`src/rtl/ysyx_24110015_lsu.sv`:
```
// ---------------------------------------------------------------------------
// ysyx_24110015_lsu
//
// Multi-cycle load/store unit between the execute stage and the memory bus
// adapter. It accepts one request at a time and checks alignment and funct3
// at accept time. Legal accesses go onto a valid/ready request bus and wait
// for the response. Sub-word data is steered to and from the selected byte
// lanes. A watchdog counter turns a stalled bus access into an access fault.
//
// Ports:
//   clk, rst            clock, synchronous active-high reset
//   in_valid/in_ready   upstream handshake; in_ready is high only when idle
//   in_wen, in_func3    store/load select and RISC-V funct3
//   in_addr, in_wdata   byte address and store data (low bits significant)
//   mem_req_*           bus request: word-aligned address, lane-shifted
//                       write data and byte strobes (strobes 0 for reads)
//   mem_rsp_valid/rdata bus response, sampled only while waiting for it
//   out_valid/out_ready downstream handshake for the result
//   out_rdata           extended load data; 0 for stores and exceptions
//   out_exc, out_cause  exception flag and mcause (4/5 load, 6/7 store)
//
// Every output is decoded from registered state. In reset and idle, all
// outputs read zero except in_ready.
// ---------------------------------------------------------------------------
module ysyx_24110015_lsu #(
    parameter int ADDR_W  = 32,
    parameter int DATA_W  = 32,
    parameter int TIMEOUT = 255
) (
    input  logic                clk,
    input  logic                rst,
    input  logic                in_valid,
    output logic                in_ready,
    input  logic                in_wen,
    input  logic [2:0]          in_func3,
    input  logic [ADDR_W-1:0]   in_addr,
    input  logic [DATA_W-1:0]   in_wdata,
    output logic                mem_req_valid,
    input  logic                mem_req_ready,
    output logic                mem_req_wen,
    output logic [ADDR_W-1:0]   mem_req_addr,
    output logic [DATA_W-1:0]   mem_req_wdata,
    output logic [DATA_W/8-1:0] mem_req_wstrb,
    input  logic                mem_rsp_valid,
    input  logic [DATA_W-1:0]   mem_rsp_rdata,
    output logic                out_valid,
    input  logic                out_ready,
    output logic [DATA_W-1:0]   out_rdata,
    output logic                out_exc,
    output logic [3:0]          out_cause
);

    localparam int NB    = DATA_W / 8;
    localparam int OFF_W = $clog2(NB);
    localparam int CNT_W = (TIMEOUT < 2) ? 1 : $clog2(TIMEOUT + 1);
    // The counter value seen in the last allowed REQ/WAIT cycle.
    localparam logic [CNT_W-1:0] CNT_LAST = CNT_W'((TIMEOUT == 0) ? 0 : TIMEOUT - 1);
    localparam bit TO_EN = (TIMEOUT != 0);

    localparam logic [3:0] CAUSE_LD_MISAL = 4'd4;
    localparam logic [3:0] CAUSE_LD_FAULT = 4'd5;
    localparam logic [3:0] CAUSE_ST_MISAL = 4'd6;
    localparam logic [3:0] CAUSE_ST_FAULT = 4'd7;

    typedef enum logic [1:0] {
        S_IDLE,
        S_REQ,
        S_WAIT,
        S_DONE
    } state_t;

    state_t            state;
    logic [CNT_W-1:0]  to_cnt;

    // Request fields captured at accept
    logic              wen_p0;
    logic [2:0]        func3_p0;
    logic [ADDR_W-1:0] addr_p0;
    logic [DATA_W-1:0] wdata_p0;

    // Result fields presented in DONE
    logic [DATA_W-1:0] rdata_p1;
    logic              exc_p1;
    logic [3:0]        cause_p1;
    logic              vld_p1;

    logic              accept;
    logic              timeout_hit;
    logic              rsp_take;
    logic              req_wr;
    logic [OFF_W-1:0]  off_p0;

    // Loads: LB/LH/LW/LBU/LHU (0,1,2,4,5); stores: SB/SH/SW (0,1,2).
    function automatic logic func3_legal(input logic wen, input logic [2:0] f3);
        logic ok;
        if (wen) ok = (f3 <= 3'd2);
        else     ok = (f3 != 3'd3) && (f3 != 3'd6) && (f3 != 3'd7);
        return ok;
    endfunction

    function automatic logic misaligned(input logic [2:0] f3, input logic [OFF_W-1:0] off);
        logic bad;
        case (f3[1:0])
            2'b01:   bad = off[0];
            2'b10:   bad = (off != '0);
            default: bad = 1'b0;
        endcase
        return bad;
    endfunction

    function automatic logic [NB-1:0] store_strb(input logic [2:0] f3, input logic [OFF_W-1:0] off);
        logic [NB-1:0] base;
        case (f3[1:0])
            2'b00:   base = NB'(1);
            2'b01:   base = NB'(3);
            default: base = '1;
        endcase
        return base << off;
    endfunction

    function automatic logic [DATA_W-1:0] store_data(input logic [2:0] f3,
                                                     input logic [DATA_W-1:0] wd,
                                                     input logic [OFF_W-1:0] off);
        logic [DATA_W-1:0] lane;
        case (f3[1:0])
            2'b00:   lane = DATA_W'(wd[7:0]);
            2'b01:   lane = DATA_W'(wd[15:0]);
            default: lane = wd;
        endcase
        return lane << {off, 3'b000};
    endfunction

    // Bring the addressed lane down to bit 0, then sign- or zero-extend it.
    function automatic logic [DATA_W-1:0] load_extract(input logic [2:0] f3,
                                                       input logic [DATA_W-1:0] rd,
                                                       input logic [OFF_W-1:0] off);
        logic        [DATA_W-1:0] sh;
        logic signed [7:0]        b;
        logic signed [15:0]       h;
        logic signed [DATA_W-1:0] ext;
        sh = rd >> {off, 3'b000};
        b  = sh[7:0];
        h  = sh[15:0];
        case (f3)
            3'b000:  ext = DATA_W'(b);
            3'b001:  ext = DATA_W'(h);
            3'b100:  ext = DATA_W'(sh[7:0]);
            3'b101:  ext = DATA_W'(sh[15:0]);
            default: ext = sh;
        endcase
        return $unsigned(ext);
    endfunction

    assign accept      = in_valid && (state == S_IDLE);
    assign timeout_hit = TO_EN && (to_cnt == CNT_LAST);
    assign rsp_take    = (state == S_WAIT) && mem_rsp_valid && !timeout_hit;
    assign off_p0      = addr_p0[OFF_W-1:0];

    // Control: FSM, watchdog and exception status
    always_ff @(posedge clk) begin
        if (rst) begin
            state    <= S_IDLE;
            to_cnt   <= '0;
            exc_p1   <= 1'b0;
            cause_p1 <= '0;
        end else begin
            case (state)
                S_IDLE: begin
                    if (in_valid) begin
                        to_cnt <= '0;
                        if (!func3_legal(in_wen, in_func3)) begin
                            exc_p1   <= 1'b1;
                            cause_p1 <= in_wen ? CAUSE_ST_FAULT : CAUSE_LD_FAULT;
                            state    <= S_DONE;
                        end else if (misaligned(in_func3, in_addr[OFF_W-1:0])) begin
                            exc_p1   <= 1'b1;
                            cause_p1 <= in_wen ? CAUSE_ST_MISAL : CAUSE_LD_MISAL;
                            state    <= S_DONE;
                        end else begin
                            exc_p1   <= 1'b0;
                            cause_p1 <= '0;
                            state    <= S_REQ;
                        end
                    end
                end
                S_REQ: begin
                    to_cnt <= to_cnt + 1'b1;
                    // A timeout wins over a handshake in the same cycle.
                    if (timeout_hit) begin
                        exc_p1   <= 1'b1;
                        cause_p1 <= wen_p0 ? CAUSE_ST_FAULT : CAUSE_LD_FAULT;
                        state    <= S_DONE;
                    end else if (mem_req_ready) begin
                        state <= S_WAIT;
                    end
                end
                S_WAIT: begin
                    to_cnt <= to_cnt + 1'b1;
                    if (timeout_hit) begin
                        exc_p1   <= 1'b1;
                        cause_p1 <= wen_p0 ? CAUSE_ST_FAULT : CAUSE_LD_FAULT;
                        state    <= S_DONE;
                    end else if (mem_rsp_valid) begin
                        state <= S_DONE;
                    end
                end
                S_DONE: begin
                    if (out_ready) state <= S_IDLE;
                end
                default: state <= S_IDLE;
            endcase
        end
    end

    // Data: request capture and response steering (no reset needed)
    always_ff @(posedge clk) begin
        if (accept) begin
            wen_p0   <= in_wen;
            func3_p0 <= in_func3;
            addr_p0  <= in_addr;
            wdata_p0 <= in_wdata;
        end
        if (rsp_take) begin
            rdata_p1 <= wen_p0 ? '0 : load_extract(func3_p0, mem_rsp_rdata, off_p0);
        end
    end

    assign req_wr        = (state == S_REQ) && wen_p0;
    assign vld_p1        = (state == S_DONE);

    assign in_ready      = (state == S_IDLE);
    assign mem_req_valid = (state == S_REQ);
    assign mem_req_wen   = req_wr;
    assign mem_req_addr  = (state == S_REQ) ? {addr_p0[ADDR_W-1:OFF_W], {OFF_W{1'b0}}} : '0;
    assign mem_req_wdata = req_wr ? store_data(func3_p0, wdata_p0, off_p0) : '0;
    assign mem_req_wstrb = req_wr ? store_strb(func3_p0, off_p0) : '0;

    assign out_valid     = vld_p1;
    assign out_rdata     = (vld_p1 && !exc_p1) ? rdata_p1 : '0;
    assign out_exc       = vld_p1 && exc_p1;
    assign out_cause     = vld_p1 ? cause_p1 : '0;

endmodule

```
`config.mk`:
```
export PLATFORM = sky130hd
export DESIGN_NAME = ysyx_24110015_lsu
export DESIGN_NICKNAME = d
export VERILOG_FILES = /design/src/rtl/ysyx_24110015_lsu.sv
export SDC_FILE = /design/constraint.sdc
export NUM_CORES = 1
export LEC_CHECK = 0
export BUFFER_PORTS_ARGS = -buffer_cell sky130_fd_sc_hd__buf_2
export CAP_MARGIN = 20
export CORE_MARGIN = 5
export CORE_UTILIZATION = 35
export CTS_CLUSTER_DIAMETER = 80
export DETAILED_ROUTE_END_ITERATION = 8
export GPL_TIMING_DRIVEN = 0
export PLACE_DENSITY = 0.56
export SETUP_SLACK_MARGIN = 0.1
export SLEW_MARGIN = 20
export SYNTH_ARGS = -nofsm -noshare
export SYNTH_HDL_FRONTEND = slang
export SYNTH_SLANG_ARGS = --single-unit
```
`constraint.sdc`:
```
create_clock -name clk -period 3.05 [get_ports clk]
set_input_delay 0.7625 -clock clk [delete_from_list [all_inputs] [get_ports clk]]
set_output_delay 0.7625 -clock clk [all_outputs]
set_load 0.1 [all_outputs]
```
# Word level (Yosys, flattened, before mapping)

Index checks and enable logic that the tools add are counted.

Register bits after elaboration: 115
Input bits: 106
Output and inout bits: 109
Word-level logic and storage cells: 92

Add/subtract/negate cells: 1
$lt $le $gt $ge: 1
Eq/ne operators: 18
Shift-type cells: 3
Mux-type cells: 41
Reductions and logical operators: 19

Operators by type and width:

| cell                                                                  | count |
|---|---|
| 32-bit case mux with 4 select lines                                   | 1 |
| 32-bit 2-to-1 mux                                                     | 3 |
| 32-bit case mux with 2 select lines                                   | 1 |
| 32-bit by 5-bit left shift with 32-bit output                         | 1 |
| 32-bit by 5-bit >> shifter with 32-bit output                         | 1 |
| 2-bit 2-to-1 mux                                                      | 11 |
| 4-bit 2-to-1 mux                                                      | 4 |
| 4-bit case mux with 2 select lines                                    | 2 |
| 8-bit case mux with 2 select lines                                    | 1 |
| 1-bit 2-to-1 mux                                                      | 12 |
| 3-bit inequality test, second input constant                          | 3 |
| 8-bit by 1-bit adder with 8-bit output, second input constant         | 1 |
| 8-bit equality test, second input constant                            | 1 |
| 1-bit logical AND                                                     | 8 |
| 8-bit 2-to-1 mux                                                      | 1 |
| 2-bit case mux with 4 select lines                                    | 1 |
| 2-bit by 1-bit equality test with 1-bit output, second input constant | 3 |
| 2-bit equality test, second input constant                            | 3 |
| 3-bit equality test, second input constant                            | 2 |
| 3-bit 2-to-1 mux                                                      | 2 |
| 2-bit zero test                                                       | 2 |
| 2-bit inequality test, second input constant                          | 2 |
| 1-bit case mux with 2 select lines                                    | 2 |
| 4-bit AND reduction                                                   | 1 |
| other kinds (12)                                                      | 14 |

# Depth between registers and ports, before layout

Word-level depth: 15
Mapped depth: 8
Mapped depth without buffers: 6

# Worst setup path after synthesis

OpenSTA, ideal clock, no wires.

Kind: flip-flop to output port
From: register state[1]
To: output mem_req_wdata[24]
Arrival: 4.913 ns
Required time: 2.288 ns
Path slack: -2.625 ns
Stages on the path, launching flop included: 7
Buffers on the path: 0
Cell sequence: dfxtp_1 inv_1 ha_1 nand2_1 inv_1 o21ai_1 a211oi_1

Word-level cells in the longest chain between the ends: 3

Ends and longest elaborated chain:

| item                                           | line | text |
|---|---|---|
| start: declaration                             | 72   | `state_t state;` |
| start signal: assignment                       | 162  | `state <= S_IDLE;` |
| start signal: assignment                       | 174  | `state <= S_DONE;` |
| start signal: assignment                       | 178  | `state <= S_DONE;` |
| 2-bit by 1-bit equality test with 1-bit output | -    |  |
| via mem_req_valid                              | 38   | `output logic mem_req_valid,` |
| 1-bit logical AND                              | 228  | `assign req_wr = (state == S_REQ) && wen_p0;` |
| via mem_req_wen                                | 40   | `output logic mem_req_wen,` |
| 32-bit 2-to-1 mux                              | 235  | `assign mem_req_wdata = req_wr ? store_data(func3_p0, wdata_p0, off_p0) : '0;` |
| end: declaration                               | 42   | `output logic [DATA_W-1:0] mem_req_wdata,` |

The timed path passes the listed nets, and every way through them passes these cells.

# Worst setup path after layout

From: register addr_p0[1]
To: output mem_req_wdata[30]

Word-level cells in the longest chain between the ends: 2

Ends and longest elaborated chain:

| item                                          | line | text |
|---|---|---|
| start: declaration                            | 78   | `logic [ADDR_W-1:0] addr_p0;` |
| start signal: assignment                      | 220  | `addr_p0 <= in_addr;` |
| 32-bit by 5-bit left shift with 32-bit output | 130  | `return lane << {off, 3'b000};` |
| 32-bit 2-to-1 mux                             | 235  |  |

No other way between the ends.

==> flow_summary_export.csv <==
group,metric,value,unit
global_route,grt.overflow.total,0,
sta,setup_viol,0,
clocking,insertion_delay,0.41,ns
worst_setup_path,cp_max_fo,10,
worst_setup_path,cp_cell_sequence,"buf_6 -> buf_2 -> clkbuf_4 -> a211oi_1 -> a211oi_4 -> buf_6",
hold_path,holdPathStages,2,
finish,fillers,1485,
synth,ys.flop_type,"edfxtp_1",
synth,syn_inst,537,
synth,ys_ff_latch,113,
synth,yosysSeqAreaShare,0.559,
pwr,p_sw,0.00379,W
sta,rsz0062_at_grt,"true",
synth,ys_warn_count,0,
worst_setup_path,worst_r2r_path_depth,7,
finish,area_growth,48.0,%
synth,synth_edf_count,100,
clocking,ctsHtreeMaxLevel,4,
detailed_routing,drt-initial-drc-count,263,
worst_setup_path,cpMostUsedCell,"buf_6",
global_route,antenna_found_initial,2,
detailed_routing,vias,5008,
run,cap_violations,0,
sta,slew-limit-headroom,0.500,
detailed_routing,dr.pass1.iters,4,
floorplanning,start_util,0.355,
floorplanning,rows,47,
detailed_routing,post-route-drc-count,0,
worst_setup_path,critPathTopFamily,"buffers and inverters",
floorplanning,dieWidth,139,um
worst_setup_path,crit_path_start_kind,"flop",
pwr,comb_power_share,0.479,
pwr,total_power,0.00813,W
floorplanning,pin_count,215,
floorplanning,dieArea,19400,um2
synth,netlist_area,5840,um2
clocking,cts.path.max_buffers,2,
clocking,clock_sinks,113,
global_route,grt_pass1_vias,5193,
global_route,groute.usage.overall,0.181,
global_route,grt_pass1_wl,27700,um
placement,dpl.hpwl,13300,um
synth,syn_area_per_cell,10.9,um2
sta,post-route-period-util,0.946,
sta,fin_crit,2.88,ns
pwr,ir_worst_vdd,0.000518,V
sta,max_freq,347,MHz
synth,ys_top_cells_by_count,"100 x edfxtp_1, 81 x and2_1, 53 x a21oi_1, 39 x nor2_1, 33 x a211oi_1",
pwr,power_density,941,nW/um2
floorplanning,core,16500,um2
placement,gp_congestion,0.842,
pwr,switching_share,0.466,
worst_setup_path,path_buf_inv,4,
clocking,cts_hold_buffers,0,
placement,io_buffers,210,
clocking,cts-root-buf,"clkbuf_16",
finish,layout-drive-gt1-share,0.478,
sta,hold_viol,0,
synth,synthArstFlopShare,0,
detailed_routing,routed_via_density,4.99,
synth,synth_area_leaders,"edfxtp_1 51%, and2_1 8.7%, a21oi_1 4.5%, dfxtp_1 4.5%, a211oi_1 4.2%",
finish,num_antenna_cells,0,
synth,synth_top_cell_by_area,"edfxtp_1",
detailed_routing,wl_per_cell,17.7,um
sta,clock_skew,0.00742,ns
worst_setup_path,endpoint_kind,"primary output",
pwr,seq_power_share,0.271,
global_route,grt_max_degree,50,
worst_setup_path,cpPeakStageDelay,0.34,ns
worst_setup_path,slowest_stage,"edfxtp_1",
clocking,clkTransAtPathRegs,0.05,ns
clocking,cts_buffers,17,
pwr,leakage,3.45,nW
detailed_routing,antenna_left,0,
worst_setup_path,r2r_setup_slack,0.73,ns
sta,maxSlewViolCount,0,
synth,post-synth-top-count-cell,"edfxtp_1",
status,outcome,"finished clean",
worst_setup_path,worst-path-stages,6,
detailed_routing,wl,17700,um
hold_path,hold_class,"flop to flop",
worst_setup_path,crit_required,2.29,ns
worst_setup_path,worstSetupPathType,"flop to primary output",
pwr,p_clk_frac,0.249,
sta,tightest_slew,0.749,ns
pwr,power.internal,0.00435,W
finish,fin_nets,887,
synth,yosysUniqueCellTypes,47,
clocking,cts_tree,"yes",
sta,fin_setup_tns,0,ns
floorplanning,fp.dieH,139,um
worst_setup_path,cp.arrival,2.12,ns
synth,synth_top_cell_area_share,0.514,
-- worst register-to-register path: stages, from the launching register on --
cell	delay (ns)
dfxtp_2	0.37
inv_1	0.11
ha_1	0.30
clkbuf_1	0.32
mux2i_1	0.25
clkbuf_1	0.27
o21ai_1	0.45
nor2_1	0.11
-- metrics by stage --
stage               utilization  cell area [um2]  setup slack, ns  hold slack, ns  std cells
floorplan                     -             6200           -0.196           0.418        539
global placement          0.457             7520          -0.0936           0.435        969
detailed placement        0.459             7550           -0.106           0.438        970
CTS                       0.516             8500           0.0563           0.446       1004
global route              0.525             8640           0.0882           0.470       1003
finish                    0.525             8640            0.166           0.441       1003
-- cell usage in the layout, fill, tap and decap left out, types with 11 or more instances in the layout --
master / n
buf_6: 14
and2_2: 31
inv_1: 13
buf_2: 124
nand2_1: 21
nor2_1: 25
buf_4: 51
and2_1: 41
clkbuf_16: 18
clkbuf_1: 15
clkbuf_4: 32
edfxtp_1: 100
o21ai_0: 18
nand3_1: 13
a21oi_1: 45
dfxtp_1: 11
a211oi_1: 21
nor2b_1: 21
-- worst paths after layout --
path                                          end   startpoint
worst max-delay path            mem_req_wdata[30]   addr_p0[1]
worst min-delay path                  cause_p1[0]  cause_p1[0]
worst max register to register          to_cnt[7]     state[0]
worst min register to register        cause_p1[0]  cause_p1[0]
-- metal layers --
metal  part of all wire  global-route usage  up-vias
met3              0.085              0.0666       20
met1               0.42               0.224     2391
li1                   -                   -     2372
met2               0.48               0.297      221
met4              0.011              0.0541        4
met5             0.0012                   0        -
-- what timing repair did --
item,4_1_cts,5_1_grt
cloned,1,0
setup buffers,2,0
pin swaps,1,2
setup endpoints to repair,68,60
resized for setup,116,56
-- cell families after synthesis --
family / Yosys count / share of synthesized area
AO/OA/AOI/OAI: 131 / 0.142
XOR/XNOR: 5 / 0.00750
adder cells (fa/ha/maj): 11 / 0.0236
buffers and inverters: 59 / 0.0465
flip-flops: 113 / 0.559
multiplexers: 20 / 0.0364
other: 1 / 0.000642
AND/OR/NAND/NOR: 197 / 0.184
-- state kept, by name, indices dropped and copies added, names as in the netlist --
name	count
state	2
func3_p0	3
rdata_p1	32
wdata_p0	32
addr_p0	32
wen_p0	1
to_cnt	8
cause_p1	3
-- power by group through the flow --
stage / registers (W) / logic, W / clock network [W]
2_1_floorplan: 0.00218 / 0.00302 / 0
4_1_cts: 0.00220 / 0.00384 / 0.00207
3_5_place_dp: 0.00222 / 0.00371 / 0
6_report: 0.00221 / 0.00390 / 0.00203
3_3_place_gp: 0.00223 / 0.00363 / 0
5_1_grt: 0.00223 / 0.00411 / 0.00214
-- layout make-up --
cell class | instances | area [um2] | area share
clock buffer | 19 | 433 | 0.0501
tap | 220 | 275 | 0.0319
multi-input combinational | 368 | 2700 | 0.313
sequential | 113 | 3270 | 0.378
inverter | 15 | 62.6 | 0.00724
buffer | 42 | 287 | 0.0332
clock inverter | 13 | 168 | 0.0194
timing repair buffer | 213 | 1450 | 0.168
(Power assumes the default switching activity.)
